File: config.mk
export PLATFORM = sky130hd
export DESIGN_NAME = fetch_unit
export DESIGN_NICKNAME = d
export VERILOG_FILES = /design/src/rtl/fetch_unit.sv
export SDC_FILE = /design/constraint.sdc
export NUM_CORES = 1
export LEC_CHECK = 0
export CAP_MARGIN = 5
export CORE_ASPECT_RATIO = 0.8
export CORE_MARGIN = 2
export CORE_UTILIZATION = 40
export DETAILED_ROUTE_END_ITERATION = 10
export MAX_ROUTING_LAYER = met4
export PLACE_DENSITY = 0.76
export SKIP_LAST_GASP = 1
export SLEW_MARGIN = 20
export SYNTH_ARGS = -nofsm -noshare
export SYNTH_HDL_FRONTEND = slang
export SYNTH_SLANG_ARGS = --single-unit
File: constraint.sdc
create_clock -name clock -period 1.6 [get_ports clock]
set_input_delay 0.16 -clock clock [delete_from_list [all_inputs] [get_ports clock]]
set_output_delay 0.16 -clock clock [all_outputs]
set_load 0.02 [all_outputs]
File: src/rtl/fetch_unit.sv
// Instruction fetch unit: PC register, instruction register and a two-state
// FETCH/HALTED controller with redirect, stall, halt-on-opcode and resume.
module fetch_unit #(
    parameter logic [9:0] RESET_VECTOR = 10'd0,
    parameter logic [5:0] HALT_OPCODE  = 6'b011101
) (
    input  logic        clock,
    input  logic        reset,
    input  logic [31:0] instr_in,
    input  logic        stall,
    input  logic        redirect_en,
    input  logic [9:0]  redirect_target,
    input  logic        resume,
    output logic [9:0]  addy,
    output logic [31:0] instr_out,
    output logic        instr_valid,
    output logic [9:0]  pc_of_instr,
    output logic        halted,
    output logic [15:0] fetch_count
);

    typedef enum logic {
        S_FETCH  = 1'b0,
        S_HALTED = 1'b1
    } state_t;

    state_t      state, state_next;
    logic [9:0]  pc, pc_next;
    logic [31:0] ir, ir_next;
    logic [9:0]  pc_of, pc_of_next;
    logic        vld, vld_next;
    logic [15:0] count, count_next;

    // Accepted-instruction counter sticks at all-ones instead of wrapping.
    function automatic logic [15:0] sat_inc(input logic [15:0] v);
        return (v == 16'hFFFF) ? v : v + 16'd1;
    endfunction

    // State and datapath registers; asynchronous reset clears everything.
    always_ff @(posedge clock or negedge reset) begin
        if (!reset) begin
            state <= S_FETCH;
            pc    <= RESET_VECTOR;
            ir    <= 32'h0;
            pc_of <= 10'd0;
            vld   <= 1'b0;
            count <= 16'd0;
        end else begin
            state <= state_next;
            pc    <= pc_next;
            ir    <= ir_next;
            pc_of <= pc_of_next;
            vld   <= vld_next;
            count <= count_next;
        end
    end

    // Next-state logic: redirect beats stall beats fetch; HALTED waits for resume.
    always_comb begin
        state_next = state;
        pc_next    = pc;
        ir_next    = ir;
        pc_of_next = pc_of;
        vld_next   = vld;
        count_next = count;
        case (state)
            S_FETCH: begin
                if (redirect_en) begin
                    // Word fetched this cycle is squashed, even a halt word.
                    pc_next  = redirect_target;
                    vld_next = 1'b0;
                end else if (!stall) begin
                    ir_next    = instr_in;
                    pc_of_next = pc;
                    vld_next   = 1'b1;
                    count_next = sat_inc(count);
                    if (instr_in[31:26] == HALT_OPCODE) begin
                        state_next = S_HALTED;
                    end else begin
                        pc_next = pc + 10'd1;
                    end
                end
            end
            S_HALTED: begin
                // The halt word stays visible only during the first HALTED cycle.
                vld_next = 1'b0;
                if (resume) begin
                    state_next = S_FETCH;
                    pc_next    = redirect_en ? redirect_target : pc + 10'd1;
                end
            end
            default: begin
                state_next = S_FETCH;
            end
        endcase
    end

    assign addy        = pc;
    assign instr_out   = ir;
    assign instr_valid = vld;
    assign pc_of_instr = pc_of;
    assign halted      = (state == S_HALTED);
    assign fetch_count = count;

endmodule

==> results.yml <==
yosys:
  synth_ff_type: "dfrtp_1"
  syn_area_sq_um: 3120
  synth_largest_area_cell: "dfrtp_1"
  synthMuxAreaShare: 0.0144
  yosysUniqueCellTypes: 44
  postSynthCellCount: 332
  synth_area_leaders: "dfrtp_1, nand2_1, xor2_1"
  ys_async_sr_fraction: 1.00
  synth_adder_area_share: 0.00802
  netlist_top_cells_count: "nand2_1, dfrtp_1, a21oi_1"
  yosys.area_share.simple: 0.274
  synth_compound_area_frac: 0.0778
  synth_top_family_by_area: "simple AND/OR/NAND/NOR gates"
  yosysTopAreaCellShare: 0.561
  synth-seq-area-share: 0.561
  synth_area_per_cell_sq_um: 9.40
  synth_edf_count: 0
  synthXorXnorAreaFrac: 0.0393
  syn-num-nets: 381
  ys_warn_count: 0
  ys_ff_latch: 70
  synth_most_common_cell: "nand2_1"
setup_path:
  path_class: "reg -> reg"
  crit_chain: "or4b_4, o211ai_4, buf_12, buf_4, o2bb2ai_1"
  startpoint_type: "flop"
  cp.required_ns: 1.83
  startpoint: "halted$_DFF_PN0_"
  cpMaxStageDelayCell: "or4b_4"
  critPathCaptureType: "flop"
  critPathMaxFanout: 6
  cp_slowest_stage_delay_ns: 0.51
  crit_arrival_ns: 1.88
  rr_startpoint: "halted$_DFF_PN0_"
sta:
  fin_skew_ns: 0.00700
  finalSetupViolCount: 8
  min_period_ns: 1.64
  tightest_slew_ns: 0.397
  rsz0062_at_grt: "true"
  fmax_mhz: 608
  relSlewSlack: 0.735
  drv_slew: 0
  setup_slack_ns: -0.0447
  fin_crit_sh: 1.03
  finalHoldViolations: 0
global_route:
  grtUsageTotal: 0.214
  antenna_found_initial: 0
  grt_pass1_vias: 2922
  grt_max_degree: 71
  grt_overflow_total: 0
  grt_pass1_wl_mm: 14.0
cts:
  root_buffer: "clkbuf_8"
  cts.sinks: 70
  htreeDepth: 3
  cts_buffers: 9
  insertion_delay_ns: 0.34
  clkSlewWorstSetupHoldPaths_ns: 0.08
  cts_tree: "yes"
  clock_path_buffers: 2
floorplanning:
  coreArea_sq_um: 7500
  die_width_microns: 103
  start_util: 0.416
  boundaryPins: 117
  dieArea_sq_um: 8530
  std_cell_rows: 28
  die_h_microns: 83.0
worst_hold_path:
  min-delay-start: "instr_in[0]"
  min_path_type: "in -> reg"
detailed_routing:
  vias_per_cell: 5.00
  vias: 2939
  drc: 0
  drtIter0Drc: 89
  postRouteAntennaNets: 0
  firstDrtPassIters: 4
  wl_per_cell_microns: 14.8
  wirelength_mm: 8.68
outcome:
  violations: "setup timing"
  status: "complete, but fails checks"
power_and_ir_drop:
  p_total_mw: 5.71
  p_leak_nw: 2.42
  vdd_ir_drop_max_mv: 0.525
  p_per_area_nw_per_um2: 1150
placement:
  place_ws_ns: -0.354
  hpwl_mm: 5.81
  io_buffers: 116
  gp_congestion: 0.831
  dp.cells: 564
final_layout:
  n_antenna_cell: 0
  register_area_sq_um: 1760
  final_nets: 527
  drive_above_1_share: 0.172
  syn2layout_area_growth_pct: 59.5
  multi_input_area_sq_um: 1370
  fillerInstances: 626
  postLayoutCoreUtil: 0.664
  fin_cells: 588
flow_run:
  drv_cap: 0
## state kept, by name, summed over array words and instances (netlist names)
register     count
instr_out       32
fetch_count     16
addy            10
pc_of_instr     10
halted           1
instr_valid      1
## stage by stage
stage	setup TNS, ns	hold WS, ns	instance area [sq um]
5_1_grt	-0.736	0.315	4980
4_1_cts	-0.0774	0.312	4890
2_1_floorplan	-0.0761	-0.136	3150
3_5_place_dp	-7.95	0.222	4600
3_3_place_gp	-6.40	0.219	4600
6_report	-0.169	0.336	4980
## kinds of logic (layout without fill, tap and decap cells)
family,Yosys count,in the layout
AOI/OAI and AO/OA,39,39
xor gates and xnor gates,14,14
adders and majority gates,2,2
buffers and inverters,19,170
DFF,70,70
muxes,4,4
and+or+nand+nor,184,184
## final timing paths
kind                       slack, ns  cells past startpoint                           to
hold reg to reg                 0.48                      2    instr_out[22]$_DFFE_PN0P_
setup reg to reg               -0.04                      5          addy[8]$_DFFE_PN0P_
hold / removal                  0.34                      3     instr_out[0]$_DFFE_PN0P_
max in group asynchronous       0.88                      3  fetch_count[13]$_DFFE_PN0P_
min in group asynchronous       0.35                      3    instr_out[24]$_DFFE_PN0P_
setup / recovery               -0.04                      5          addy[8]$_DFFE_PN0P_
## routing by layer
layer | vias up | routed length, microns | track usage | share of wire
met5 | - | 0 | - | 0
met1 | 1412 | 3960 | 0.284 | 0.46
met4 | 0 | 100 | 0.0586 | 0.012
li1 | 1400 | - | - | -
met3 | 10 | 582 | 0.0614 | 0.067
met2 | 117 | 4030 | 0.323 | 0.46
## critical path, delay by kind of cell, from the launching register on
kind / cells / cell delay [ns]
and+or+nand+nor: 1 / 0.51
AOI/OAI and AO/OA: 2 / 0.34
DFF: 1 / 0.42
buffers and inverters: 2 / 0.27
## area by class of cell
type                            instances  share of cell area
Multi-Input combinational cell        243               0.275
Clock inverter                          7              0.0244
Sequential cell                        70               0.354
Inverter                                3             0.00226
Clock buffer                            9              0.0249
Timing Repair Buffer                  151               0.293
Tap cell                              105              0.0264
## placed cells by master (no fill, tap or decap), types with 5 or more instances in the layout
cell,n
dfrtp_1,60
xor2_1,9
nand3_1,7
a21oi_1,14
dlymetal6s2s_1,5
clkbuf_8,9
nand2_1,128
buf_4,31
o21ai_0,6
dfrtp_2,10
clkdlybuf4s50_1,96
nand4_1,6
nor2_1,8
xnor2_1,5
dlygate4sd2_1,14
## report_power, final
part	switching, mW	leakage [nW]	internal [mW]
Sequential	0.218	0.864	2.03
Clock	0.701	0.124	1.04
Combinational	0.880	1.43	0.834
Total	1.80	2.42	3.91
## repair_timing
| action | CTS | global route |
|---|---|---|
| endpoints found under the setup margin | 23 | 24 |
| cloned | 0 | 1 |
| buffers inserted | 4 | 2 |
| hold buffers | 1 | 0 |
| gates resized for setup | 18 | 21 |
| hold endpoints to repair | 70 | 0 |
| pin swaps | 4 | 9 |
No activity file was read; power rests on OpenSTA's default activity.
